==> src/rtl/pipe_control_unit.sv <==
// pipe_control_unit: RV32I control path for a 5-stage pipeline.
// The instruction in ID is decoded into a control bundle. The bundle then
// moves through the ID/EX, EX/MEM and MEM/WB registers. Branches are
// resolved in EX. Illegal or flushed slots turn into bubbles.
// Ports:
//   clk, rst_n          core clock, asynchronous active-low reset
//   InstrD_i, ValidD_i  instruction in ID and its valid flag
//   FlushE_i            hazard unit request to load a bubble into ID/EX
//   ZeroE_i/LtE_i/LtuE_i ALU compare flags for the instruction in EX
//   ImmSrcD_o           immediate select (combinational, ID)
//   *E_o / *M_o / *W_o  control outputs of the EX, MEM and WB stages
//   PCSrcE_o            redirect taken (combinational, EX)
//   IllegalE_o          EX slot came from an illegal encoding
//   RetireCnt_o         count of instructions leaving WB
module pipe_control_unit #(
    parameter int DATA_WIDTH = 32,
    parameter int M_EXT      = 0,
    parameter int CNT_W      = 32
) (
    input  logic                  clk,
    input  logic                  rst_n,
    input  logic [DATA_WIDTH-1:0] InstrD_i,
    input  logic                  ValidD_i,
    input  logic                  FlushE_i,
    input  logic                  ZeroE_i,
    input  logic                  LtE_i,
    input  logic                  LtuE_i,
    output logic [2:0]            ImmSrcD_o,
    output logic [3+M_EXT:0]      ALUCtrlE_o,
    output logic                  ALUSrcAE_o,
    output logic                  ALUSrcBE_o,
    output logic                  JalrE_o,
    output logic                  PCSrcE_o,
    output logic                  LoadE_o,
    output logic                  RegWriteE_o,
    output logic                  MemWriteM_o,
    output logic [1:0]            MemTypeM_o,
    output logic                  MemSignM_o,
    output logic                  RegWriteM_o,
    output logic [1:0]            ResultSrcW_o,
    output logic                  RegWriteW_o,
    output logic                  IllegalE_o,
    output logic [CNT_W-1:0]      RetireCnt_o
);
    localparam int AW = 4 + M_EXT;

    localparam logic [6:0] OP_LOAD   = 7'd3;
    localparam logic [6:0] OP_IMM    = 7'd19;
    localparam logic [6:0] OP_AUIPC  = 7'd23;
    localparam logic [6:0] OP_STORE  = 7'd35;
    localparam logic [6:0] OP_REG    = 7'd51;
    localparam logic [6:0] OP_LUI    = 7'd55;
    localparam logic [6:0] OP_BRANCH = 7'd99;
    localparam logic [6:0] OP_JALR   = 7'd103;
    localparam logic [6:0] OP_JAL    = 7'd111;

    localparam logic [4:0] ALU_ADD   = 5'b00000;
    localparam logic [4:0] ALU_SUB   = 5'b00001;
    localparam logic [4:0] ALU_PASSB = 5'b01010;

    typedef struct packed {
        logic          valid;
        logic          illegal;
        logic          reg_write;
        logic [1:0]    result_src;
        logic          mem_write;
        logic [1:0]    mem_type;
        logic          mem_sign;
        logic          load;
        logic          branch;
        logic          jump;
        logic          jalr;
        logic          src_a;
        logic          src_b;
        logic [AW-1:0] alu_ctrl;
        logic [2:0]    funct3;
    } id_ex_t;

    typedef struct packed {
        logic       valid;
        logic       reg_write;
        logic [1:0] result_src;
        logic       mem_write;
        logic [1:0] mem_type;
        logic       mem_sign;
    } ex_mem_t;

    typedef struct packed {
        logic       valid;
        logic       reg_write;
        logic [1:0] result_src;
    } mem_wb_t;

    // funct3 gives the base operation. alt picks SUB over ADD and SRA over SRL.
    function automatic logic [4:0] alu_of(input logic [2:0] f3, input logic alt);
        case (f3)
            3'b000:  alu_of = alt ? ALU_SUB : ALU_ADD;
            3'b001:  alu_of = 5'b01000;                 // SLL
            3'b010:  alu_of = 5'b00101;                 // SLT
            3'b011:  alu_of = 5'b00110;                 // SLTU
            3'b100:  alu_of = 5'b00100;                 // XOR
            3'b101:  alu_of = alt ? 5'b01001 : 5'b00111; // SRA : SRL
            3'b110:  alu_of = 5'b00011;                 // OR
            default: alu_of = 5'b00010;                 // AND
        endcase
    endfunction

    logic [6:0] opcode;
    logic [2:0] funct3;
    logic [6:0] funct7;
    assign opcode = InstrD_i[6:0];
    assign funct3 = InstrD_i[14:12];
    assign funct7 = InstrD_i[31:25];

    // Register fields belong to the datapath and are not used here.
    logic unused_fields;
    assign unused_fields = ^{InstrD_i[24:15], InstrD_i[11:7]};

    id_ex_t  dec, id_ex_next, id_ex;
    ex_mem_t ex_mem;
    mem_wb_t mem_wb;
    logic    illegal;
    logic [4:0] alu_d;
    logic    take;

    // ---------------- ID: decode ----------------
    always_comb begin
        // NOTE: every signal gets a default first, so no latch is inferred
        // on the paths that leave a field alone.
        dec       = '0;
        illegal   = 1'b0;
        alu_d     = ALU_ADD;
        ImmSrcD_o = 3'b000;
        dec.valid  = 1'b1;
        dec.funct3 = funct3;
        case (opcode)
            OP_LOAD: begin
                dec.reg_write  = 1'b1;
                dec.result_src = 2'b01;
                dec.load       = 1'b1;
                dec.src_b      = 1'b1;
                case (funct3)
                    3'b000:  dec.mem_type = 2'b01;
                    3'b001:  dec.mem_type = 2'b10;
                    3'b010:  dec.mem_type = 2'b00;
                    3'b100:  begin dec.mem_type = 2'b01; dec.mem_sign = 1'b1; end
                    3'b101:  begin dec.mem_type = 2'b10; dec.mem_sign = 1'b1; end
                    default: illegal = 1'b1;
                endcase
            end
            OP_IMM: begin
                dec.reg_write = 1'b1;
                dec.src_b     = 1'b1;
                // Only the right shift uses funct7[5]. addi never becomes SUB.
                alu_d = alu_of(funct3, funct7[5] && funct3 == 3'b101);
                if (funct3 == 3'b001 && funct7 != 7'b0000000)
                    illegal = 1'b1;
                if (funct3 == 3'b101 && funct7 != 7'b0000000 && funct7 != 7'b0100000)
                    illegal = 1'b1;
            end
            OP_REG: begin
                dec.reg_write = 1'b1;
                alu_d = alu_of(funct3, funct7[5]);
                case (funct7)
                    7'b0000000: ;
                    7'b0100000: if (funct3 != 3'b000 && funct3 != 3'b101) illegal = 1'b1;
                    7'b0000001: begin
                        if (M_EXT == 0) illegal = 1'b1;
                        else            alu_d = {1'b1, 1'b0, funct3};
                    end
                    default: illegal = 1'b1;
                endcase
            end
            OP_AUIPC: begin
                ImmSrcD_o     = 3'b011;
                dec.reg_write = 1'b1;
                dec.src_a     = 1'b1;
                dec.src_b     = 1'b1;
            end
            OP_LUI: begin
                ImmSrcD_o     = 3'b011;
                dec.reg_write = 1'b1;
                dec.src_b     = 1'b1;
                alu_d         = ALU_PASSB;
            end
            OP_STORE: begin
                ImmSrcD_o     = 3'b001;
                dec.mem_write = 1'b1;
                dec.src_b     = 1'b1;
                case (funct3)
                    3'b000:  dec.mem_type = 2'b01;
                    3'b001:  dec.mem_type = 2'b10;
                    3'b010:  dec.mem_type = 2'b00;
                    default: illegal = 1'b1;
                endcase
            end
            OP_BRANCH: begin
                ImmSrcD_o  = 3'b010;
                dec.branch = 1'b1;
                alu_d      = ALU_SUB;
                if (funct3 == 3'b010 || funct3 == 3'b011) illegal = 1'b1;
            end
            OP_JALR: begin
                dec.reg_write  = 1'b1;
                dec.result_src = 2'b10;
                dec.jalr       = 1'b1;
                dec.src_b      = 1'b1;
                if (funct3 != 3'b000) illegal = 1'b1;
            end
            OP_JAL: begin
                ImmSrcD_o      = 3'b100;
                dec.reg_write  = 1'b1;
                dec.result_src = 2'b10;
                dec.jump       = 1'b1;
                dec.src_a      = 1'b1;
                dec.src_b      = 1'b1;
            end
            default: illegal = 1'b1;
        endcase
        dec.alu_ctrl = alu_d[AW-1:0];
    end

    // A redirect or flush always wins. It is followed by an invalid slot, then
    // an illegal marker, and only then the decoded bundle.
    always_comb begin
        id_ex_next = '0;
        if (PCSrcE_o || FlushE_i || !ValidD_i) begin
            id_ex_next = '0;
        end else if (illegal) begin
            id_ex_next.illegal = 1'b1;
        end else begin
            id_ex_next = dec;
        end
    end

    // ---------------- EX: branch resolution ----------------
    always_comb begin
        take = 1'b0;
        case (id_ex.funct3)
            3'b000:  take = ZeroE_i;
            3'b001:  take = !ZeroE_i;
            3'b100:  take = LtE_i;
            3'b101:  take = !LtE_i;
            3'b110:  take = LtuE_i;
            3'b111:  take = !LtuE_i;
            default: take = 1'b0;
        endcase
    end

    assign PCSrcE_o = id_ex.jump | id_ex.jalr | (id_ex.branch & take);

    // ---------------- pipeline registers ----------------
    // NOTE: these registers use non-blocking assignments. All three stages
    // therefore sample the old value of the stage before them on the same edge.
    // Reset loads a bubble everywhere, so anything in flight is dropped.
    always_ff @(posedge clk or negedge rst_n) begin
        if (!rst_n) begin
            id_ex       <= '0;
            ex_mem      <= '0;
            mem_wb      <= '0;
            RetireCnt_o <= '0;
        end else begin
            id_ex                <= id_ex_next;
            ex_mem.valid         <= id_ex.valid;
            ex_mem.reg_write     <= id_ex.reg_write;
            ex_mem.result_src    <= id_ex.result_src;
            ex_mem.mem_write     <= id_ex.mem_write;
            ex_mem.mem_type      <= id_ex.mem_type;
            ex_mem.mem_sign      <= id_ex.mem_sign;
            mem_wb.valid         <= ex_mem.valid;
            mem_wb.reg_write     <= ex_mem.reg_write;
            mem_wb.result_src    <= ex_mem.result_src;
            if (mem_wb.valid)
                RetireCnt_o <= RetireCnt_o + CNT_W'(1);
        end
    end

    assign ALUCtrlE_o   = id_ex.alu_ctrl;
    assign ALUSrcAE_o   = id_ex.src_a;
    assign ALUSrcBE_o   = id_ex.src_b;
    assign JalrE_o      = id_ex.jalr;
    assign LoadE_o      = id_ex.load;
    assign RegWriteE_o  = id_ex.reg_write;
    assign IllegalE_o   = id_ex.illegal;
    assign MemWriteM_o  = ex_mem.mem_write;
    assign MemTypeM_o   = ex_mem.mem_type;
    assign MemSignM_o   = ex_mem.mem_sign;
    assign RegWriteM_o  = ex_mem.reg_write;
    assign ResultSrcW_o = mem_wb.result_src;
    assign RegWriteW_o  = mem_wb.reg_write;

endmodule

==> config.mk <==
export PLATFORM = sky130hd
export DESIGN_NAME = pipe_control_unit
export DESIGN_NICKNAME = d
export VERILOG_FILES = /design/src/rtl/pipe_control_unit.sv
export SDC_FILE = /design/constraint.sdc
export NUM_CORES = 1
export LEC_CHECK = 0
export ABC_AREA = 1
export CORE_MARGIN = 2
export CORE_UTILIZATION = 48
export CTS_CLUSTER_DIAMETER = 120
export DETAILED_ROUTE_END_ITERATION = 8
export PLACE_DENSITY = 0.82
export SYNTH_ARGS = -nofsm -noshare
export SYNTH_HDL_FRONTEND = slang
export SYNTH_SLANG_ARGS = --single-unit
==> constraint.sdc <==
create_clock -name clk -period 1.6 [get_ports clk]
set_input_delay 0.24 -clock clk [delete_from_list [all_inputs] [get_ports clk]]
set_output_delay 0.24 -clock clk [all_outputs]
set_load 0.02 [all_outputs]
Word level (Yosys, flattened, before mapping)
Cells that the tools add are included.

storage, ports and cells
  bits in registers = 66
  input port bits = 39
  output and inout port bits = 54
  word-level logic and storage cells = 115

operators by class
  $add $sub $neg = 1
  equality and inequality tests = 23
  muxes and demuxes = 35
  bitwise operators = 3
  reduce and logical (&&, ||, !) cells = 28

operators by type and width
  operator                 count
  $pmux W4 S7              2
  $add A32 B1 Y32 const B  1
  $eq A7 B6 Y1 const B     4
  $mux W22                 1
  $eq A3 B3 Y1 const B     7
  $eq A7 B7 Y1 const B     3
  $mux W20                 1
  $mux W1                  19
  $pmux W2 S2              4
  $pmux W4 S4              1
  $eq A7 B5 Y1 const B     2
  $reduce_or A7 Y1         2
  $pmux W3 S4              1
  $reduce_or A2 Y1         6
  $mux W4                  2
  $eq A7 B2 Y1 const B     1
  $logic_not A7 Y1         1
  $ne A7 B6 Y1 const B     1
  $pmux W1 S7              1
  $reduce_bool A7 Y1       1
  $eq A3 B1 Y1 const B     2
  $eq A3 B2 Y1 const B     2
  $logic_not A3 Y1         2
  $pmux W1 S6              1
  11 further kinds         22

Longest topological paths before layout
  word-level depth = 7
  depth in mapped cells = 12
  gate-level depth less buffers = 12

Worst setup path before layout
No wires, ideal clock.

  path type = reg2reg
  from = reg RetireCnt_o[0]
  to = reg RetireCnt_o[30]
  library setup time = 118 ps
  arrival time = 1533 ps
  required time = 1482 ps
  slack = -51 ps
  cell stages (with the launch flop) = 9
  path buffers = 0
  clock period less this slack = 1651 ps
  cells stage by stage = dfrtp_1 -> ha_1 -> nand4_1 -> nor2_2 -> nand2_2 -> nor2_2 -> nand4_1 -> xor2_1 -> inv_1

on the way
  cells in the longest elaborated chain, start to end = 1

RTL lines
  item                    line  source
  from (decl)             43    output logic [CNT_W-1:0] RetireCnt_o
  from (signal assigned)  274   RetireCnt_o <= RetireCnt_o + CNT_W'(1);
  $add A32 B1 Y32         274

No other way between the ends.
A chain may end at the register's enable or synchronous reset.

Final worst setup path
  from = reg RetireCnt_o[1]
  to = reg RetireCnt_o[14]

Same word-level chain as after synthesis.

==> run metrics <==
Post-Synthesis Cells=360; Final Hold Viols=0; critical path arrival=1.94 ns; Net Sw Frac=0.265; CTS tree=yes; Setup WS pre-CTS=-0.551 ns; clk slew on worst S/H paths=0.07 ns; EDFF count, synth=0; P_sw=938 uW; Starting Density=0.490; global route total overflow=0; P_int=2.60 mW; Post-DP Area=4520 um^2; maxcap violations=0; clock power share=0.389; Setup WS post-layout=-0.102 ns; worst-path cell chain=ha_4, nand4_1, nor2_2, inv_1, nor2_2, nand3_1, xor2_1, inv_1; DR iter-0 viols=203; status=finished, violations left; Slew @ Worst Pin=0.582 ns; Pwr Total=3.54 mW; final setup TNS=-0.428 ns; Skew-Pair Late Insertion Delay=0.35 ns; Final Core Density=0.757; RePlAce Congestion=0.881; final slew viol count=0; Post-synth top cells=nand2_1, dfrtp_1, inv_1; PD cells=696 nW/um^2; crit path max fanout=4; post-DP HPWL=5800 um; Max Freq=588 MHz; TritonCTS Sinks=65; area leader, netlist=dfrtp_1; drt first pass iters=4; # nets final=556; RSZ-0062 raised after global routing=yes; syn avg cell area=9.15 um^2; R2R Path End=RetireCnt_o[14]$_DFFE_PN0P_; combinational share of power=0.126; worst r2r src=RetireCnt_o[1]$_DFFE_PN0P_; Max rail drop VDD=0.000405 V; largest net degree at the start of global routing=39; via/cell ratio=5.10; Crit. End Element=flip-flop; Ys Warns=0; critical path data required time=1.84 ns; DR WL/cell=14.7 um; Die ar.=7540 um^2; first-pass GRT wire length=12,800 um; flops & latches, synth=65; library cells used by synthesis=34; DRT antenna net count=0; Layout area overhead=54.4%; netlist area before placement=3290 um^2; violated checks=negative setup slack; I/O Buffers=77; period utilisation layout=1.06; Design Area, Final=5090 um^2; H-Tree Level Count=3; vias in the first global route=2,950; sequential share of power=0.485; R2R Setup Slk=-0.10 ns; Synth Net Count=400; Post-Route WL=8820 um; top_reg_cell synth=dfrtp_1; diode count=0; Die Y=86.8 um; top-count cell post-synth=nand2_1; share of the synthesized area in the top cell type=0.494; critical path type=flip-flop to flip-flop; initial antenna violation count=0; skew final=0.00624 ns; Site Rows=30; CTS Root Cell=clkbuf_8; Residual DRC=0; sequential share of the synthesized area=0.494; Hold Crit Class=primary input to async pin; leak pwr=2.81 nW; Crit-path slowest cell=dfrtp_2; vias=3,068; layout cells sized above 1=0.347; worst rel slew slack=0.609; gr usage total=0.219; Setup violations, final=11; IO Pins=93; worst reg2reg path depth=8; Final min period=1.70 ns; Core Area=6720 um^2; die width=86.8 um; Startpoint Class=flip-flop; maximum clock insertion buffer count=2; Worst path max stage delay=0.43 ns; top cells by area, synth=dfrtp_1, nand2_1, inv_1; FFs w/ async S/R, synth=1.00; CTS Buf Count=9
==> state kept, by name, summed over array words and instances (netlist names) <==
register,flops
RegWriteM_o,1
ALUCtrlE_o,4
ResultSrcW_o,2
MemSignM_o,1
ALUSrcAE_o,1
JalrE_o,1
MemTypeM_o,2
RetireCnt_o,32
ALUSrcBE_o,1
MemWriteM_o,1
IllegalE_o,1
id_ex,12
ex_mem,3
RegWriteE_o,1
RegWriteW_o,1
mem_wb,1
==> cell families after synthesis <==
kind of cell / synth area share
compound gates: 0.0262
buf+inv: 0.0862
simple gates: 0.313
flops: 0.494
fa+ha+maj: 0.00380
xor+xnor: 0.0771
==> worst max-delay path, delay by kind of cell, from the launching register on <==
kind          cells  cell delay, ns
xor+xnor          1            0.23
fa+ha+maj         1            0.17
buf+inv           2            0.17
flops             1            0.43
simple gates      4            0.58
==> power by group through the flow <==
stage	Combinational, mW	Clock, mW	Sequential (mW)
CTS	0.402	1.38	1.70
global placement	0.392	0	1.73
finish	0.444	1.38	1.72
detailed placement	0.408	0	1.73
floorplan	0.125	0	1.76
global route	0.483	1.46	1.72
==> worst max-delay path by stage <==
stage                          startpoint                           to  slack [ns]  depth (start not counted)
2_1_floorplan  RetireCnt_o[2]$_DFFE_PN0P_  RetireCnt_o[29]$_DFFE_PN0P_        0.02                          8
3_3_place_gp                        LtE_i                     PCSrcE_o       -0.53                          8
3_5_place_dp                  InstrD_i[1]                 ImmSrcD_o[0]       -0.55                          8
4_1_cts                id_ex[2]$_DFF_PN0_                     PCSrcE_o       -0.14                          8
5_1_grt                id_ex[2]$_DFF_PN0_           id_ex[0]$_DFF_PN0_       -0.20                         12
6_report       RetireCnt_o[1]$_DFFE_PN0P_  RetireCnt_o[14]$_DFFE_PN0P_       -0.10                          8
==> cell usage in the layout (no fill, tap or decap), types with 3 or more instances in the layout <==
cell / count
nor3_4: 4
nand2_1: 62
buf_4: 72
nand4_1: 13
nor3_2: 8
nor3b_2: 3
nor2_2: 11
clkinv_2: 3
clkdlybuf4s50_1: 27
inv_1: 39
a21oi_1: 5
nor2_4: 12
nand3_1: 15
xor2_1: 17
clkbuf_8: 9
buf_6: 6
nor2_1: 25
nand2_2: 16
clkinvlp_4: 3
o21ai_0: 5
nand3_2: 3
nor3_1: 5
inv_2: 8
nand3_4: 6
dlygate4sd2_1: 34
dfrtp_1: 63
xnor2_1: 12
dlymetal6s2s_1: 11
==> area by class of cell <==
type                            instances  area (um^2)
Fill cell                             445         1630
Sequential cell                        65         1630
Multi-Input combinational cell        235         1570
Timing Repair Buffer                  157         1410
Inverter                               48          181
Clock buffer                            9          124
Tap cell                               80          100
Clock inverter                          7         71.3
==> layer usage <==
layer / global-route usage / vias up / part of all wire
met4: 0.0895 / 0 / 0.023
li1: - / 1451 / -
met2: 0.384 / 132 / 0.54
met1: 0.249 / 1462 / 0.37
met5: 0 / - / 0
met3: 0.0610 / 23 / 0.071
==> metrics by stage <==
| stage | hold WS [ns] | instances |
|---|---|---|
| CTS | 0.352 | 588 |
| floorplan | -0.0556 | 360 |
| detailed placement | 0.189 | 562 |
| finish | 0.341 | 601 |
| global route | 0.354 | 601 |
| global placement | 0.186 | 562 |
==> timing repair <==
item                                    CTS  global route
pin swaps                                 8            27
resized for setup                        66            47
endpoints found under the hold margin    15             0
gates cloned                              1             1
hold buffers                              1             0
setup buffers                             8            13
endpoints found under the setup margin   53            39
No activity file was read; power rests on OpenSTA's default activity.
